--- src/rtl/grid_cursor_input.sv ---
// Purpose: debounced three-button cursor over a CELLS-entry occupancy grid that skips occupied cells.
// Latency: press -> event is 2 sync + DEB_CYCLES filter + 1 flop; then 1 cycle per FSM move/seek step.
// Backpressure: none; events arriving while seeking or full are dropped, never queued.
//
// Ports: CLOCK_50 clock; reset synchronous active-high;
//   BUTTON_NEXT / BUTTON_PREV / BUTTON_ENTER raw active-low buttons; grid_marked cell occupancy;
//   cell_cursor registered index; cell_enter one-cycle select pulse;
//   cursor_valid cursor rests on a free cell; grid_full every cell is marked.
// Optional feature: define GRID_CURSOR_AUTO_REPEAT_EN so held NEXT/PREV repeat every REPEAT_CYCLES.
module grid_cursor_input #(
  parameter int CELLS         = 9,
  parameter int CW            = 4,
  parameter int DEB_CYCLES    = 50000,
  parameter int REPEAT_CYCLES = 12500000
) (
  input  logic             CLOCK_50,
  input  logic             reset,
  input  logic             BUTTON_NEXT,
  input  logic             BUTTON_PREV,
  input  logic             BUTTON_ENTER,
  input  logic [CELLS-1:0] grid_marked,
  output logic [CW-1:0]    cell_cursor,
  output logic             cell_enter,
  output logic             cursor_valid,
  output logic             grid_full
);

  localparam int DW      = $clog2(DEB_CYCLES + 1);
  localparam int B_NEXT  = 0;
  localparam int B_PREV  = 1;
  localparam int B_ENTER = 2;

  typedef enum logic [1:0] {
    S_IDLE = 2'd0,
    S_SEEK = 2'd1,
    S_FULL = 2'd2
  } state_t;

  // ---------------- button conditioning ----------------
  logic [2:0]    btn_raw;
  logic [2:0]    sync0;
  logic [2:0]    sync1;
  logic [2:0]    deb;
  logic [2:0]    press;
  logic [2:0]    rep;
  logic [2:0]    evt;
  logic [DW-1:0] deb_cnt [3];

  assign btn_raw = {BUTTON_ENTER, BUTTON_PREV, BUTTON_NEXT};

  // A press is the cycle in which the filter commits a 1->0 change.
  always_comb begin
    press = '0;
    for (int i = 0; i < 3; i++)
      press[i] = deb[i] & ~sync1[i] & (deb_cnt[i] == DW'(DEB_CYCLES - 1));
  end

  always_ff @(posedge CLOCK_50) begin
    if (reset) begin
      sync0   <= '1;
      sync1   <= '1;
      deb     <= '1;
      evt     <= '0;
      deb_cnt <= '{default: '0};
    end else begin
      sync0 <= btn_raw;
      sync1 <= sync0;
      for (int i = 0; i < 3; i++) begin
        // Count consecutive cycles of disagreement; any agreement restarts the count.
        if (sync1[i] != deb[i]) begin
          if (deb_cnt[i] == DW'(DEB_CYCLES - 1)) begin
            deb[i]     <= sync1[i];
            deb_cnt[i] <= '0;
          end else begin
            deb_cnt[i] <= deb_cnt[i] + 1'b1;
          end
        end else begin
          deb_cnt[i] <= '0;
        end
      end
      evt <= press | rep;
    end
  end

`ifdef GRID_CURSOR_AUTO_REPEAT_EN
  localparam int RW = $clog2(REPEAT_CYCLES + 1);
  logic [RW-1:0] rep_cnt [2];

  always_ff @(posedge CLOCK_50) begin
    if (reset) begin
      rep_cnt <= '{default: '0};
    end else begin
      for (int i = 0; i < 2; i++) begin
        if (deb[i])
          rep_cnt[i] <= '0;
        else if (rep_cnt[i] == RW'(REPEAT_CYCLES - 1))
          rep_cnt[i] <= '0;
        else
          rep_cnt[i] <= rep_cnt[i] + 1'b1;
      end
    end
  end

  always_comb begin
    rep = '0;
    for (int i = 0; i < 2; i++)
      rep[i] = ~deb[i] & (rep_cnt[i] == RW'(REPEAT_CYCLES - 1));
  end
`else
  assign rep = '0;
`endif

  // ---------------- cursor FSM ----------------
  state_t        state;
  state_t        state_d;
  logic          dir_fwd;
  logic          dir_fwd_d;
  logic [CW-1:0] cursor_d;
  logic [CW-1:0] cur_inc;
  logic [CW-1:0] cur_dec;
  logic          enter_d;
  logic          here_marked;
  logic          all_marked;
  logic          ev_next_only;
  logic          ev_prev_only;

  assign all_marked   = &grid_marked;
  assign here_marked  = |(grid_marked & (CELLS'(1) << cell_cursor));
  assign cur_inc      = (cell_cursor == CW'(CELLS - 1)) ? '0 : cell_cursor + 1'b1;
  assign cur_dec      = (cell_cursor == '0) ? CW'(CELLS - 1) : cell_cursor - 1'b1;
  // NEXT and PREV together cancel each other.
  assign ev_next_only = evt[B_NEXT] & ~evt[B_PREV];
  assign ev_prev_only = evt[B_PREV] & ~evt[B_NEXT];

  always_ff @(posedge CLOCK_50) begin
    if (reset) begin
      state        <= S_SEEK;
      dir_fwd      <= 1'b1;
      cell_cursor  <= '0;
      cell_enter   <= 1'b0;
      cursor_valid <= 1'b0;
      grid_full    <= 1'b0;
    end else begin
      state        <= state_d;
      dir_fwd      <= dir_fwd_d;
      cell_cursor  <= cursor_d;
      cell_enter   <= enter_d;
      cursor_valid <= (state == S_IDLE);
      grid_full    <= (state == S_FULL);
    end
  end

  always_comb begin
    state_d   = state;
    dir_fwd_d = dir_fwd;
    cursor_d  = cell_cursor;
    if (all_marked) begin
      state_d = S_FULL;
    end else begin
      case (state)
        S_IDLE: begin
          if (here_marked) begin
            state_d   = S_SEEK;
            dir_fwd_d = 1'b1;
          end else if (evt[B_ENTER]) begin
            state_d = S_IDLE;  // ENTER wins; any simultaneous move is dropped
          end else if (ev_next_only) begin
            cursor_d  = cur_inc;
            dir_fwd_d = 1'b1;
            state_d   = S_SEEK;
          end else if (ev_prev_only) begin
            cursor_d  = cur_dec;
            dir_fwd_d = 1'b0;
            state_d   = S_SEEK;
          end
        end
        S_SEEK: begin
          if (!here_marked)
            state_d = S_IDLE;
          else
            cursor_d = dir_fwd ? cur_inc : cur_dec;
        end
        S_FULL: begin
          state_d   = S_SEEK;
          dir_fwd_d = 1'b1;
        end
        default: begin
          state_d   = S_SEEK;
          dir_fwd_d = 1'b1;
        end
      endcase
    end
  end

  always_comb begin
    enter_d = (state == S_IDLE) & ~all_marked & ~here_marked & evt[B_ENTER];
  end

endmodule
--- config.mk ---
export PLATFORM = sky130hd
export DESIGN_NAME = grid_cursor_input
export DESIGN_NICKNAME = d
export VERILOG_FILES = /design/src/rtl/grid_cursor_input.sv
export SDC_FILE = /design/constraint.sdc
export NUM_CORES = 1
export LEC_CHECK = 0
export CAP_MARGIN = 20
export CELL_PAD_IN_SITES_DETAIL_PLACEMENT = 1
export CELL_PAD_IN_SITES_GLOBAL_PLACEMENT = 1
export CORE_ASPECT_RATIO = 1.1
export CORE_MARGIN = 10
export CORE_UTILIZATION = 40
export CTS_CLUSTER_DIAMETER = 200
export DETAILED_ROUTE_END_ITERATION = 8
export GPL_TIMING_DRIVEN = 0
export PLACE_DENSITY = 0.81
export SYNTH_ARGS = -nofsm -noshare
export SYNTH_HDL_FRONTEND = slang
export SYNTH_SLANG_ARGS = --single-unit
--- constraint.sdc ---
create_clock -name CLOCK_50 -period 2.6 [get_ports CLOCK_50]
set_clock_uncertainty 0.15 [all_clocks]
set_input_delay 0.26 -clock CLOCK_50 [delete_from_list [all_inputs] [get_ports CLOCK_50]]
set_output_delay 0.26 -clock CLOCK_50 [all_outputs]
set_load 0.005 [all_outputs]
* Word-level counts from Yosys, hierarchy flattened *
Index checks and enable logic that the tools add are counted.

storage, ports and cells
  register bits after elaboration = 70
  input bits = 14
  bits in latches = 0
  memories kept = 0
  output and inout bits = 7
  memory bits (writable) = 0
  word-level logic and storage cells = 96
  ROM bits = 0

cells by class
  shift operators = 1
  div/mod/pow operators = 0
  reductions and logical operators = 14
  magnitude comparators = 0
  bitwise gates (word level) = 23
  multiplexer cells = 21
  equality and inequality tests = 17
  $add $sub $neg = 5
  multiply operators = 0

operators by type and width
  kind                     count
  $add A16 B1 Y16 const B  3
  $eq A16 B16 Y1 const B   3
  $mux W4                  8
  $mux W2                  6
  $and A1 B1 Y1            11
  $not A1 Y1               11
  $and A9 B9 Y9            1
  $ne A3 B3 Y1 const B     3
  $reduce_and A9 Y1        1
  $reduce_or A3 Y1         3
  $reduce_or A9 Y1         1
  $shl A1 B4 Y9 const A    1
  $pmux W4 S2              1
  $reduce_and A2 Y1        4
  $ne A2 B2 Y1 const B     3
  $ne A6 B6 Y1 const B     1
  $reduce_and A6 Y1        1
  $add A4 B1 Y4 const B    1
  $eq A4 B4 Y1 const B     1
  $logic_not A4 Y1         1
  $mux W1                  4
  $ne A4 B4 Y1 const B     1
  $pmux W2 S2              1
  $reduce_and A4 Y1        1
  other kinds (7)          9

* Longest topological paths before layout *
Gate-level depths: netlist of run 1.

  word-level depth = 8
  gate-level depth with buffers = 9
  mapped depth without buffers = 8

* Worst setup path after synthesis of run 1 *
OpenSTA, ideal clock, no wires.

  kind = register to register
  start point = register cell_cursor[0]
  end point = register cell_cursor[2]
  setup time = 0.127 ns
  slack = 0.184 ns
  arrival time = 2.139 ns
  clock period less this slack = 2.416 ns
  path buffers = 1
  required time = 2.323 ns
  stages on the path, launching flop included = 10
  cells stage by stage = dfxtp_1 clkbuf_1 inv_1 ha_1 a22oi_2 a32o_2 a32oi_4 mux2i_1 mux2i_1 nor2_1

between the ends
  cells in the longest elaborated chain, start to end = 7
  elaborated cells between the ends (all ways) = 19
  classes of those cells = add/sub (2); eq/ne (3); shift (1); mux (9); bitwise (1); reduce/logical (3)

ends and longest elaborated chain
  element                                                   RTL line  text
  start, declared                                           22        output logic [CW-1:0] cell_cursor,
  start signal, assigned                                    146       cell_cursor <= cursor_d;
  $sub A4 B1 Y4 / $logic_not A4 Y1 (equally long branches)  130       assign cur_dec = (cell_cursor == '0) ? CW'(CELLS - 1) : cell_cursor - 1'b1;
  $mux W4                                                   130
  $mux W4                                                   171       end else if (ev_prev_only) begin
  $mux W4                                                   167       end else if (ev_next_only) begin
  $mux W4                                                   165       end else if (evt[B_ENTER]) begin
  $mux W4                                                   162       if (here_marked) begin
  $pmux W4 S2                                               160       case (state)

Several ways; a longest one is shown, not always the timed one. The select of a mux whose other input is x is not followed.
A chain may end at the register's enable or synchronous reset.

* Worst setup path in the final report of run 1 *
Ends and elaborated chain as after synthesis.

==> results of run 1 <==
[power by group through the flow]
stage	sequential, uW	clock, uW	combinational [uW]
2_1_floorplan	1170	0	627
3_5_place_dp	1180	0	844
6_report	1150	823	954
4_1_cts	1150	848	941
3_3_place_gp	1170	0	817
5_1_grt	1160	900	1050
[layout by cell type (no fill, tap or decap), drive strengths merged, types with 2 or more instances in the layout]
master / count
a211oi: 2
a21oi: 9
a22oi: 2
a32o: 2
and3: 14
buf: 5
clkbuf: 19
clkdlybuf4s50: 20
clkinv: 2
dfxtp: 70
ha: 15
inv: 11
mux2i: 5
nand2: 26
nand2b: 3
nand3: 24
nand4: 6
nor2: 66
nor2b: 3
nor3: 16
nor3b: 3
nor4: 2
nor4b: 2
o21ai: 11
o311ai: 3
or2: 7
or3: 2
xnor2: 18
xor2: 24
[kinds of logic after synthesis]
| group | share of synthesized area |
|---|---|
| buffers and inverters | 0.0264 |
| AOI/OAI and AO/OA | 0.0857 |
| xor gates and xnor gates | 0.114 |
| muxes | 0.0194 |
| DFF | 0.434 |
| adders and majority gates | 0.0581 |
| and+or+nand+nor | 0.262 |
[state kept, by name, summed over array words and instances, names as in the netlist]
register / count
dir_fwd: 1
deb: 3
sync1: 3
evt: 3
cell_enter: 1
state: 2
grid_full: 1
deb_cnt: 48
cursor_valid: 1
sync0: 3
cell_cursor: 4
[final timing paths]
| check | endpoint | slack (ns) | cells after the start |
|---|---|---|---|
| setup / recovery | cell_cursor[2] | 0.13 | 9 |
| hold reg to reg | sync1[1] | 0.27 | 1 |
| setup reg to reg | cell_cursor[2] | 0.13 | 9 |
| hold / removal | sync1[1] | 0.27 | 1 |
[worst max-delay path: cells and delay by family (launching register included)]
family / cells / cell delay [ns]
simple gates: 1 / 0.06
buf+inv: 2 / 0.32
compound gates: 3 / 0.61
mux: 2 / 0.56
fa+ha+maj: 1 / 0.27
flops: 1 / 0.35
[per-layer routing]
| layer | track usage | part of all wire | vias to the layer above |
|---|---|---|---|
| met4 | 0.0524 | 0.017 | 0 |
| met3 | 0.0377 | 0.028 | 9 |
| met2 | 0.216 | 0.49 | 31 |
| met5 | 0 | 0 | - |
| li1 | - | - | 1317 |
| met1 | 0.145 | 0.46 | 1285 |
[final cells by class]
class,count,area [um^2],area share
Clock buffer,13,169,0.0446
Inverter,11,41.3,0.0109
Clock inverter,3,17.5,0.00463
Tap cell,108,135,0.0357
Buffer,9,45.0,0.0119
Sequential cell,70,1400,0.370
Multi-Input combinational cell,276,1760,0.465
Timing Repair Buffer,22,215,0.0568
[repair_timing]
action                                  4_1_cts  5_1_grt
pin swaps                                     1        0
endpoints found under the setup margin        3        4
hold endpoints to repair                      0        0
resized for setup                             3        3
setup buffers                                 2        0
hold buffers                                  0        0
[stage by stage]
step           hold WS (ns)  setup WS (ns)  cells
3_5_place_dp          0.253         -0.197    494
6_report              0.266          0.135    512
4_1_cts               0.270         0.0453    512
5_1_grt               0.297        -0.0160    512
2_1_floorplan         0.214          0.184    366
3_3_place_gp          0.242         -0.113    494
==> results.md, run 1 <==
- Core Area: slightly below 8000 um^2
- Worst skew pair latency: ~0.35 ns
- DRC viols: 0
- CTS sink cnt: 70
- Top-area cell type share of the netlist area: 0.434
- Total track usage: 0.127
- Synthesis-to-layout area growth: 17.3%
- Routed len/inst: approximately 14 um
- CP Launch Type: flop
- Pleak: 0.00133 uW
- Hold Startpoint: sync0[1]
- CTS buffer count: 9
- Final nets: 428
- Most common library cells after synthesis: dfxtp_1 (70), nor2_1 (66), nand2_1 (26), nand3_1 (24), xor2_1 (24)
- CTS max path bufs: 2
- Reg2reg start: cell_cursor[0]
- FF+latch count, synth: 70
- Cell Area, Placed: 3560 um^2
- Crit path max fanout: 9
- Most common cell in the synthesized netlist: dfxtp_1
- Worst setup startpoint: cell_cursor[0]
- Core Util, Final: 0.481
- H-tree depth: 3
- CTS tree: yes
- Number of synthesis warnings: 0
- Power Dens Cells: 773 nW/um^2
- Clock share of power: 0.281
- Final Setup Violations: 0
- Share of cells above drive strength 1: 0.0941
- Slew headroom: 0.656
- Hold WC Path Type: flop to flop
- Minimum clock period: 2.47 ns
- Crit Path Class: flop to flop
- Combinational power share: 0.326
- Initial core utilization: 0.410
- Clk slew on worst S/H paths: around 0.070 ns
- I/O Buffers: 20
- Vias in the first global route: 2745
- Post-Syn Area: 3230 um^2
- Vias per inst: between 5 and 6
- Synth Flop Type: dfxtp_1
- Fmax: about 410 MHz
- Drt total wl: 7.24 mm
- Mapped Avg Cell Area: between 8 and 9 um^2
- Largest area contributor in the netlist: dfxtp_1
- Distinct cell type count after synthesis: 45
- Gpl congestion: 0.767
- Critical path, cell by cell: clkbuf_2 > inv_1 > ha_2 > a22oi_2 > a32o_2 > a32oi_4 > mux2i_4 > mux2i_1 > nor2_1
- Sequential fraction of the synthesis area: 0.434
- Net Switching: approximately 920 uW
- Die Height: between 100 and 150 um
- # IOs: 21
- Status: finished clean
- Crit-path slowest cell: dfxtp_1
- Sequential power share: 0.393
- Pin count of the biggest net entering global routing: 12
- Actual slew at the worst max-slew pin: 0.512 ns
- Post-Synthesis Cells: around 370
- Crit. End Element: flop
- Max Cap Viol: 0
- Initial drt markers: 90
- Number of flops mapped to enable cells by yosys: 0
- FFs w/ async S/R, synth: 0
- Antenna cell count: 0
- Die width: between 100 and 150 um
- Full die area: between 10000 and 15000 um^2
- Peak VDD IR: about 0.31 mV
- Max incr delay on CP: roughly 0.35 ns
- Synth area leaders: dfxtp_1 (43%), nor2_1 (7.7%), xor2_1 (6.5%)
- Initial antenna violation count: 0
- Total number of vias: approximately 2.6k
- Initial DRT Pass Iterations: 4
- Detailed Place HPWL: between 5 and 6 mm
- Worst Path Required: between 2 and 3 ns
- Switching share of power: 0.313
- Row count: 34
- Antenna viol nets, final: 0
- Fin crit share: 0.948
- CTS root buffer: clkbuf_8
- Int Pwr: 2010 uW
- Filler cells: approximately 930
- Setup TNS Final: 0 ns
- Slew Viols, Final: 0
- Overall Power: 2930 uW
- Synthesized Nets: a little under 400
- First-pass GRT wire length: approximately 13 mm
- Remaining Overflow, GRT: 0
- CP arrival: 2.54 ns
- Hold Violations, Final: 0
- Final instance area: about 3800 um^2
Power figures use the tool's default switching activity.
==> run 2: changes to the inputs <==
--- a/config.mk
+++ b/config.mk
@@ -13,8 +13,8 @@
 export CORE_UTILIZATION = 40
 export CTS_CLUSTER_DIAMETER = 200
 export DETAILED_ROUTE_END_ITERATION = 8
-export GPL_TIMING_DRIVEN = 0
-export PLACE_DENSITY = 0.81
+export GPL_TIMING_DRIVEN = 1
+export PLACE_DENSITY_LB_ADDON = 0.25
 export SYNTH_ARGS = -nofsm -noshare
 export SYNTH_HDL_FRONTEND = slang
 export SYNTH_SLANG_ARGS = --single-unit
==> run 2 against run 1 <==
  * Fmax rose by 1.1%
  * Sequential power barely moved
  * Design area fell by 0.96%
  * Clock-buffer cell count fell by 4
  * Setup slack improved by 0.026 ns
  * Worst hold slack got worse by 0.0061 ns
  * Register-to-register slack improved by 0.03 ns
  * Routed wire length fell by 5.0%
  * Cell count fell by 1.2%
  * Core utilization fell by 0.46 points
  * Clock power rose by 3.4%
  * Total power fell by 2.0%
  * Critical path type unchanged
  * Critical endpoint is now cell_cursor[3]
  * Largest power group unchanged
  * Highest routed layer unchanged
==> results.md, run 2 (synthesized netlist as in run 1, its figures left out) <==
- Status: finished clean
- Pin count of the biggest net entering global routing: 17 (+5)
- Peak VDD IR: 0.306 mV (-1.5%)
- Actual slew at the worst max-slew pin: 0.553 ns (+0.0416 ns)
- Setup Buffers After CTS: 0 (-2)
- Worst skew pair latency: 0.34 ns (about the same)
- Worst Path Required: 2.69 ns (+0.02 ns)
- Final nets: 422 (-1.4%)
- Fmax: 410 MHz (+1.1%)
- Largest register by flop count: deb_cnt
- Commonest cells after routing, fill and taps aside: dfxtp_1 (70), nor2_1 (66), nand2_1 (26)
- Initial antenna violation count: 0 (unchanged)
- Crit. End Element: flop
- Detailed Place HPWL: 5.12 mm (-2.9%)
- Overall Power: 2870 uW (-2.0%)
- CP arrival: 2.53 ns (about the same)
- CTS tree: yes
- CP Launch Type: flop
- Drt total wl: 6.88 mm (-5.0%)
- Remaining Overflow, GRT: 0 (unchanged)
- Slew Viols, Final: 0 (unchanged)
- Net Switching: 904 uW (-1.3%)
- CTS max path bufs: 2 (unchanged)
- Largest regs: deb_cnt: 48 flops, cell_cursor: 4 flops
- Post-Place Setup Slack: 0.0263 ns (+0.224 ns)
- Combinational power share: 0.297 (-0.029)
- Clock share of power: 0.297 (+0.016)
- Total track usage: 0.122 (-0.00485)
- Synthesis-to-layout area growth: 16.2%
- Gpl congestion: 0.738 (-3.8%)
- Slew headroom: 0.630 (-0.0263)
- Setup TNS Final: 0 ns (unchanged)
- Hold WC Path Type: flop to flop
- Crit Path Class: flop to flop
- CTS root buffer: clkbuf_8
- Hold Violations, Final: 0 (unchanged)
- Pleak: 0.00132 uW (-1.1%)
- Routed len/inst: 13.6 um (-3.9%)
- Die width: 106 um (unchanged)
- Minimum clock period: 2.44 ns (-0.0256 ns)
- Vias in the first global route: 2740 (-0.18%)
- Row count: 34 (unchanged)
- Initial drt markers: 76 (-16%)
- Crit path max fanout: 7 (-2)
- Worst setup startpoint: cell_cursor[0]
- Initial core utilization: 0.410 (unchanged)
- I/O Buffers: 20 (unchanged)
- Die Height: 114 um (unchanged)
- DRC viols: 0 (unchanged)
- First-pass GRT wire length: 12.3 mm (-2.9%)
- CTS sink cnt: 70 (unchanged)
- Total number of vias: 2588 (-2.0%)
- FF-to-FF setup slack: 0.16 ns (+0.03 ns)
- Antenna viol nets, final: 0 (unchanged)
- Vias per inst: 5.11 (-0.88%)
- Power Dens Cells: 765 nW/um^2 (-1.1%)
- Core Util, Final: 0.476 (-0.00461)
- Full die area: 12100 um^2 (unchanged)
- H-tree depth: 3 (unchanged)
- Max Cap Viol: 0 (unchanged)
- Worst setup margin: 0.160 ns (+0.0256 ns)
- Sequential power share: 0.407 (+0.014)
- Fin crit share: 0.938 (-0.00985)
- Int Pwr: 1970 uW (-2.3%)
- Max reg flops: 48 (unchanged)
- Reg2reg start: cell_cursor[0]
- Filler cells: 942 (+0.96%)
- Hold Startpoint: sync0[2]
- Antenna cell count: 0 (unchanged)
- Share of cells above drive strength 1: 0.0930 (-0.00109)
- Most common cell after layout, fill and taps aside: dfxtp_1
- Clk slew on worst S/H paths: 0.08 ns (about the same)
- RSZ-0062 raised after global routing: false
- Initial DRT Pass Iterations: 4 (unchanged)
- # IOs: 21 (unchanged)
- CTS buffer count: 9 (unchanged)
- Core Area: 7870 um^2 (unchanged)
- Final Setup Violations: 0 (unchanged)
- Switching share of power: 0.315 (+0.00231)
-- run 2: worst max-delay path, stage by stage (launching register included) --
cell,delay (ns)
dfxtp_1,0.34
inv_1,0.12
ha_1,0.31
a22oi_2,0.07
a32o_2,0.31
a32oi_4,0.34
mux2i_2,0.38
a21oi_1,0.12
a211oi_1,0.21
-- run 2: worst paths after layout --
check	end	cells after the start
hold / removal	sync1[2]	1
hold reg to reg	sync1[2]	1
setup reg to reg	cell_cursor[3]	8
setup / recovery	cell_cursor[3]	8
-- run 2: through the flow --
| step | hold slack, ns | cell area [um^2] | cells |
|---|---|---|---|
| floorplan | 0.214 | 3230 | 366 |
| global placement | 0.241 | 3560 | 490 |
| detailed placement | 0.244 | 3560 | 490 |
| CTS | 0.261 | 3750 | 506 |
| global route | 0.284 | 3750 | 506 |
| finish | 0.260 | 3750 | 506 |
-- run 2: cell type report --
type	instances	area [um^2]	share of cell area
flip-flops and latches	70	1400	0.374
well taps	108	135	0.0360
clock inverters	7	65.1	0.0174
repair buffers	25	238	0.0634
clock buffers	9	124	0.0330
multi-input cells	276	1750	0.465
inverters	11	41.3	0.0110
-- run 2: power by group through the flow --
stage          Sequential (uW)  Combinational, uW  Clock [uW]
2_1_floorplan             1170                627           0
3_3_place_gp              1190                815           0
3_5_place_dp              1190                844           0
4_1_cts                   1170                847         879
5_1_grt                   1180                930         932
6_report                  1170                851         851
-- run 2: routing by layer --
| metal | share of wire | wire (um) | track usage |
|---|---|---|---|
| met5 | 0 | 0 | 0 |
| met4 | 0.014 | 98 | 0.0569 |
| met3 | 0.031 | 215 | 0.0321 |
| met2 | 0.49 | 3380 | 0.212 |
| met1 | 0.46 | 3180 | 0.136 |
-- run 2: repair_timing --
item,CTS,global route
resized for setup,0,1
hold buffers,0,0
endpoints found under the setup margin,0,3
==> RTL change 1, RTL diff (settings of run 1) <==
Add a define of `GRID_CURSOR_AUTO_REPEAT_EN`.
--- a/src/rtl/grid_cursor_input.sv
+++ b/src/rtl/grid_cursor_input.sv
@@ -8,4 +8,6 @@
 //   cursor_valid cursor rests on a free cell; grid_full every cell is marked.
 // Optional feature: define GRID_CURSOR_AUTO_REPEAT_EN so held NEXT/PREV repeat every REPEAT_CYCLES.
+`define GRID_CURSOR_AUTO_REPEAT_EN
+
 module grid_cursor_input #(
   parameter int CELLS         = 9,
Formal check against the unedited RTL: same outputs for any inputs over 10 cycles, from zero or initial values and one cycle with reset high; that may be too few to reach the edited logic, so the function may still have changed.
==> RTL change 1 against run 1 <==
Critical path depth down 2. Setup slack better by 0.076 ns. Sequential cell count grew 48. Synthesized area rose by 67%. Final area is 68% higher. Routed wire length grew 71%. First-iteration DRC count up 66%. Clock power increased to 2.7 times the old value. Combinational power shrank 30%. Via count up 63%. Total power is 64% higher. Largest cell class unchanged. Largest power group is now the clock network.
==> RTL change 1: results (changes against run 1) <==
[power]
leakagePower_nw = 2.15  ; +61%
vdd_drop_max_mv = 0.337  ; +8.2%
p_switching_w = 0.00119  ; +30%

[critical_path]
r2r_cells = 7  ; -2
worstReg2RegEnd = cell_cursor[1]
slowest_delay_ns = 0.45  ; +0.10 ns
rrSetupSlack_ns = 0.21  ; +0.08 ns
path_max_fanout = 6  ; -3
critical-path-top-delay-family = compound AO/OA/AOI/OAI gates
worst_path_max_delay_cell = or3_1
rr_startpoint = cell_cursor[1]
cp.arrival_ns = 2.51  ; -0.03 ns

[routing]
drt_wl_total_mm = 12.4  ; +71%
drt_first_pass_iters = 4  ; unchanged
via_count = 4313  ; +63%
first_iter_violations = 149  ; +66%
wl_per_cell_um = 15.2  ; +7.3%
antenna_left = 0  ; unchanged

[placed_design]
gp_congestion = 0.822  ; +7.1%
port_buffers = 20  ; unchanged
pre_cts_ws_ns = 0.0987  ; +0.296 ns
place_inst = 786  ; +59%
hpwl_mm = 8.89  ; +69%

[clock_tree]
clock-root-buffer = clkbuf_16
cts.reportedPaths.clkPinSlew_ns = 0.05  ; -0.02 ns
clkLatencyLatePin_ns = 0.41  ; +0.06 ns
cts_buffers = 17  ; +8
cts_max_level = 4  ; +1
cts.path.max_buffers = 2  ; unchanged

[yosys]
synth_area_leaders = dfxtp_1 (44%), nor2_1 (8.4%), xor2_1 (7.7%)
synthArstFlopShare = 0  ; unchanged
yosys_warnings = 0  ; unchanged
synth_common_cells = nor2_1 (120), dfxtp_1 (118), xor2_1 (47)
ys_seq_area_frac = 0.439  ; +0.00496
syn_nets = 636  ; +61%
synth_cell_type_count = 57  ; +27%
syn_avg_cell_area_um2 = 8.89  ; +0.83%
synthFlopType = dfxtp_1

[global_routing]
antenna_found_initial = 0  ; unchanged
grt_max_degree = 17  ; +5
groute.usage.overall = 0.142  ; +0.0150
grt_pass1_wl_mm = 21.6  ; +70%
grt_pass1_vias = 4602  ; +68%

[timing]
worstMarginPinSlew_ns = 0.745  ; +0.233 ns
hold_viol_final = 0  ; unchanged
fin_hold_ws_ns = 0.259  ; -0.00694 ns

[cells_and_area]
num_antenna_cells = 0  ; unchanged
reg_top3 = deb_cnt: 48 flops, rep_cnt: 48 flops, cell_cursor: 4 flops
drive_gt1_frac = 0.0869  ; -0.00717
num-nets-final = 675  ; +58%

[run_status]
status = finished clean

[worst_hold_path]
min_path_cells = 1  ; unchanged
min_path_type = reg -> reg
hp-start = sync0[1]
holdPathEnd = sync1[1]

[RTL change 1: layout make-up]
cell class / count / area, um2
fill: 1538 / 6860
multi-input combinational: 452 / 2830
sequential: 118 / 2360
clock buffer: 22 / 464
tap: 161 / 201
timing repair buffer: 20 / 200
buffer: 15 / 120
clock inverter: 9 / 103
inverter: 20 / 75.1
[RTL change 1: metal layers]
| layer | vias up | track usage | share of wire |
|---|---|---|---|
| met5 | - | 0 | 0 |
| met4 | 0 | 0.0598 | 0.015 |
| met3 | 15 | 0.0406 | 0.034 |
| met2 | 42 | 0.242 | 0.52 |
| met1 | 2103 | 0.161 | 0.43 |
| li1 | 2153 | - | - |
[RTL change 1: power groups by stage]
stage               logic, W  registers [W]  clock network, W
floorplan           0.000462        0.00193                 0
global placement    0.000631        0.00193                 0
detailed placement  0.000659        0.00194                 0
CTS                 0.000662        0.00190           0.00228
global route        0.000747        0.00191           0.00237
finish              0.000668        0.00190           0.00223
[RTL change 1: logic make-up after synthesis]
family | after synthesis | synth area share
AOI/OAI and AO/OA | 40 | 0.0519
xor gates and xnor gates | 85 | 0.138
adders and majority gates | 17 | 0.0395
buffers and inverters | 35 | 0.0363
DFF | 118 | 0.439
muxes | 4 | 0.00814
and+or+nand+nor | 306 | 0.287
[RTL change 1: through the flow]
step / area [um2] / utilization
global placement: 5780 / 0.438
global route: 6360 / 0.481
detailed placement: 5780 / 0.438
CTS: 6350 / 0.480
finish: 6360 / 0.481
floorplan: 5380 / -
[RTL change 1: worst max path at each step]
stage | from | to | slack, ns
2_1_floorplan | cell_cursor[0] | cell_cursor[1] | 0.39
3_3_place_gp | cell_cursor[0] | cell_cursor[1] | 0.20
3_5_place_dp | cell_cursor[0] | cell_cursor[1] | 0.1
4_1_cts | cell_cursor[0] | cell_cursor[1] | 0.08
5_1_grt | cell_cursor[1] | cell_cursor[1] | 0.04
6_report | cell_cursor[1] | cell_cursor[1] | 0.21
[RTL change 1: timing repair]
| action | CTS | global route |
|---|---|---|
| endpoints found under the hold margin | 0 | 0 |
| hold buffers | 0 | 0 |
| buffers inserted | 0 | 0 |
| endpoints found under the setup margin | 0 | 1 |
| resized for setup | 0 | 2 |
==> RTL change 2, RTL diff (config.mk and constraints of run 1) <==
Made on the original files. Encoding of `state_t`: now one-hot (3 bits for 3 states).
--- a/src/rtl/grid_cursor_input.sv
+++ b/src/rtl/grid_cursor_input.sv
@@ -31,8 +31,8 @@
   localparam int B_ENTER = 2;
 
-  typedef enum logic [1:0] {
-    S_IDLE = 2'd0,
-    S_SEEK = 2'd1,
-    S_FULL = 2'd2
+  typedef enum logic [2:0] {
+    S_IDLE = 3'b001,
+    S_SEEK = 3'b010,
+    S_FULL = 3'b100
   } state_t;
 
Formal check against the unedited RTL: same outputs for any inputs over 10 cycles, from zero or initial values and one cycle with reset high; not proved beyond that.
==> RTL change 2 against run 1 <==
Sequential power is 5% higher. Final cell count is 0.39% higher. Sequential cell count is 1 higher. Count of clock-buffer cells in the layout is 3 lower. Critical path depth is 1 lower. Final area is 2.5% higher. Setup slack better by 0.023 ns. Synthesized cell count is 1.1% higher. Routed wire length is 8.0% higher. Clock power is 28% higher. Synthesized area is 2.1% higher. Total power is 8.1% higher. Non-clock buffer count is 2 lower. Highest routed layer unchanged.
==> RTL change 2: results (changes against run 1) <==
[critical_path]
rrSetupSlack_ns = 0.16  ; +0.02 ns
cp.arrival_ns = 2.52  ; -0.02 ns
worstReg2RegEnd = cell_cursor[0]
r2r_cells = 8  ; -1

[routing]
first_iter_violations = 111  ; +23%
drt_wl_total_mm = 7.82  ; +8.0%
viasPerCell = 5.33  ; +3.3%

[placed_design]
place_inst = 498  ; +0.81%
hpwl_mm = 5.77  ; +9.5%
gp_congestion = 0.812  ; +5.9%
pre_cts_ws_ns = -0.0258  ; +0.172 ns
dpl_cell_area_um2 = 3630  ; +1.9%

[cells_and_area]
num-nets-final = 430  ; +0.47%
fillCellCount = 935  ; +0.21%
fin_cells = 514  ; +0.39%
reg_top3 = deb_cnt: 48 flops, cell_cursor: 4 flops
drive_gt1_frac = 0.0862  ; -0.00785

[global_routing]
grt_pass1_vias = 2921  ; +6.4%
grt_max_degree = 13  ; +1
use_met2 = 0.239  ; +0.0225
grt_util_met1 = 0.148  ; +0.00270
groute.usage.overall = 0.133  ; +0.00615
grt_pass1_wl_mm = 13.6  ; +7.5%
grtUsageMet3 = 0.0297  ; -0.00807

[yosys]
synth_cell_type_count = 51  ; +13%
syn_nets = 399  ; +1.0%
synth_cells = 370  ; +1.1%
ys_seq_area_frac = 0.431  ; -0.00299
synthArstFlopShare = 0  ; unchanged
synth_common_cells = dfxtp_1 (71), nor2_1 (67), nand2_1 (33)
synth_area_leaders = dfxtp_1 (43%), nor2_1 (7.6%), xor2_1 (6.9%)
synthFlopType = dfxtp_1

[clock_tree]
cts_buffers = 9  ; unchanged
postCtsSetupBuffers = 0  ; -2
cts.path.max_buffers = 2  ; unchanged

[worst_hold_path]
holdPathEnd = sync1[2]
hp-start = sync0[2]

[power]
vdd_drop_max_mv = 0.294  ; -5.7%
power_density_nw_per_um2 = 816  ; +5.5%
leakagePower_nw = 1.40  ; +5.3%

[timing]
fin_hold_ws_ns = 0.274  ; +0.00798 ns
maxSlewHeadroom = 0.492  ; -0.164

[run_status]
status = finished clean

RTL change 2: cell type report:
cell class | instances | area share
Buffer | 9 | 0.0103
Inverter | 12 | 0.0116
Multi-Input combinational cell | 278 | 0.463
Tap cell | 108 | 0.0348
Clock inverter | 6 | 0.0280
Sequential cell | 71 | 0.368
Timing Repair Buffer | 20 | 0.0516
Clock buffer | 10 | 0.0329
RTL change 2: worst max-delay path by stage:
stage / endpoint / slack, ns / cells after the start
floorplan: cell_cursor[0] / 0.36 / 8
global placement: cell_cursor[3] / 0.08 / 8
detailed placement: dir_fwd / -0.03 / 8
CTS: dir_fwd / 0.04 / 8
global route: cell_cursor[0] / 0.05 / 8
finish: cell_cursor[0] / 0.16 / 8
RTL change 2: per-layer routing:
layer,up-vias,routed length (um)
li1,1345,-
met1,1334,3430
met5,-,0
met2,47,3990
met3,13,256
met4,0,146
RTL change 2: where the power goes:
group	switching (W)	total, W	internal (W)
combinational	0.000461	0.000902	0.000441
clock	0.000413	0.00105	0.000636
sequential	0.0000688	0.00121	0.00115
RTL change 2: worst max-delay path: stages (launching register included):
cell,delay (ns)
dfxtp_4,0.39
inv_1,0.17
ha_1,0.18
clkbuf_2,0.19
a222oi_1,0.09
mux2_2,0.31
o2111a_2,0.30
or2_2,0.33
a32o_1,0.24
RTL change 2: cells by family (layout without fill, tap and decap cells):
logic type | count (synthesis) | count (layout) | share of synthesized area
buffers and inverters | 21 | 57 | 0.0258
AOI/OAI and AO/OA | 38 | 38 | 0.0945
xor gates and xnor gates | 44 | 44 | 0.117
DFF | 71 | 71 | 0.431
muxes | 3 | 3 | 0.00987
and+or+nand+nor | 178 | 178 | 0.265
adders and majority gates | 15 | 15 | 0.0569
RTL change 2: what timing repair did:
action	in CTS	in global routing
hold endpoints to repair	0	0
resized for setup	1	5
endpoints found under the setup margin	2	4
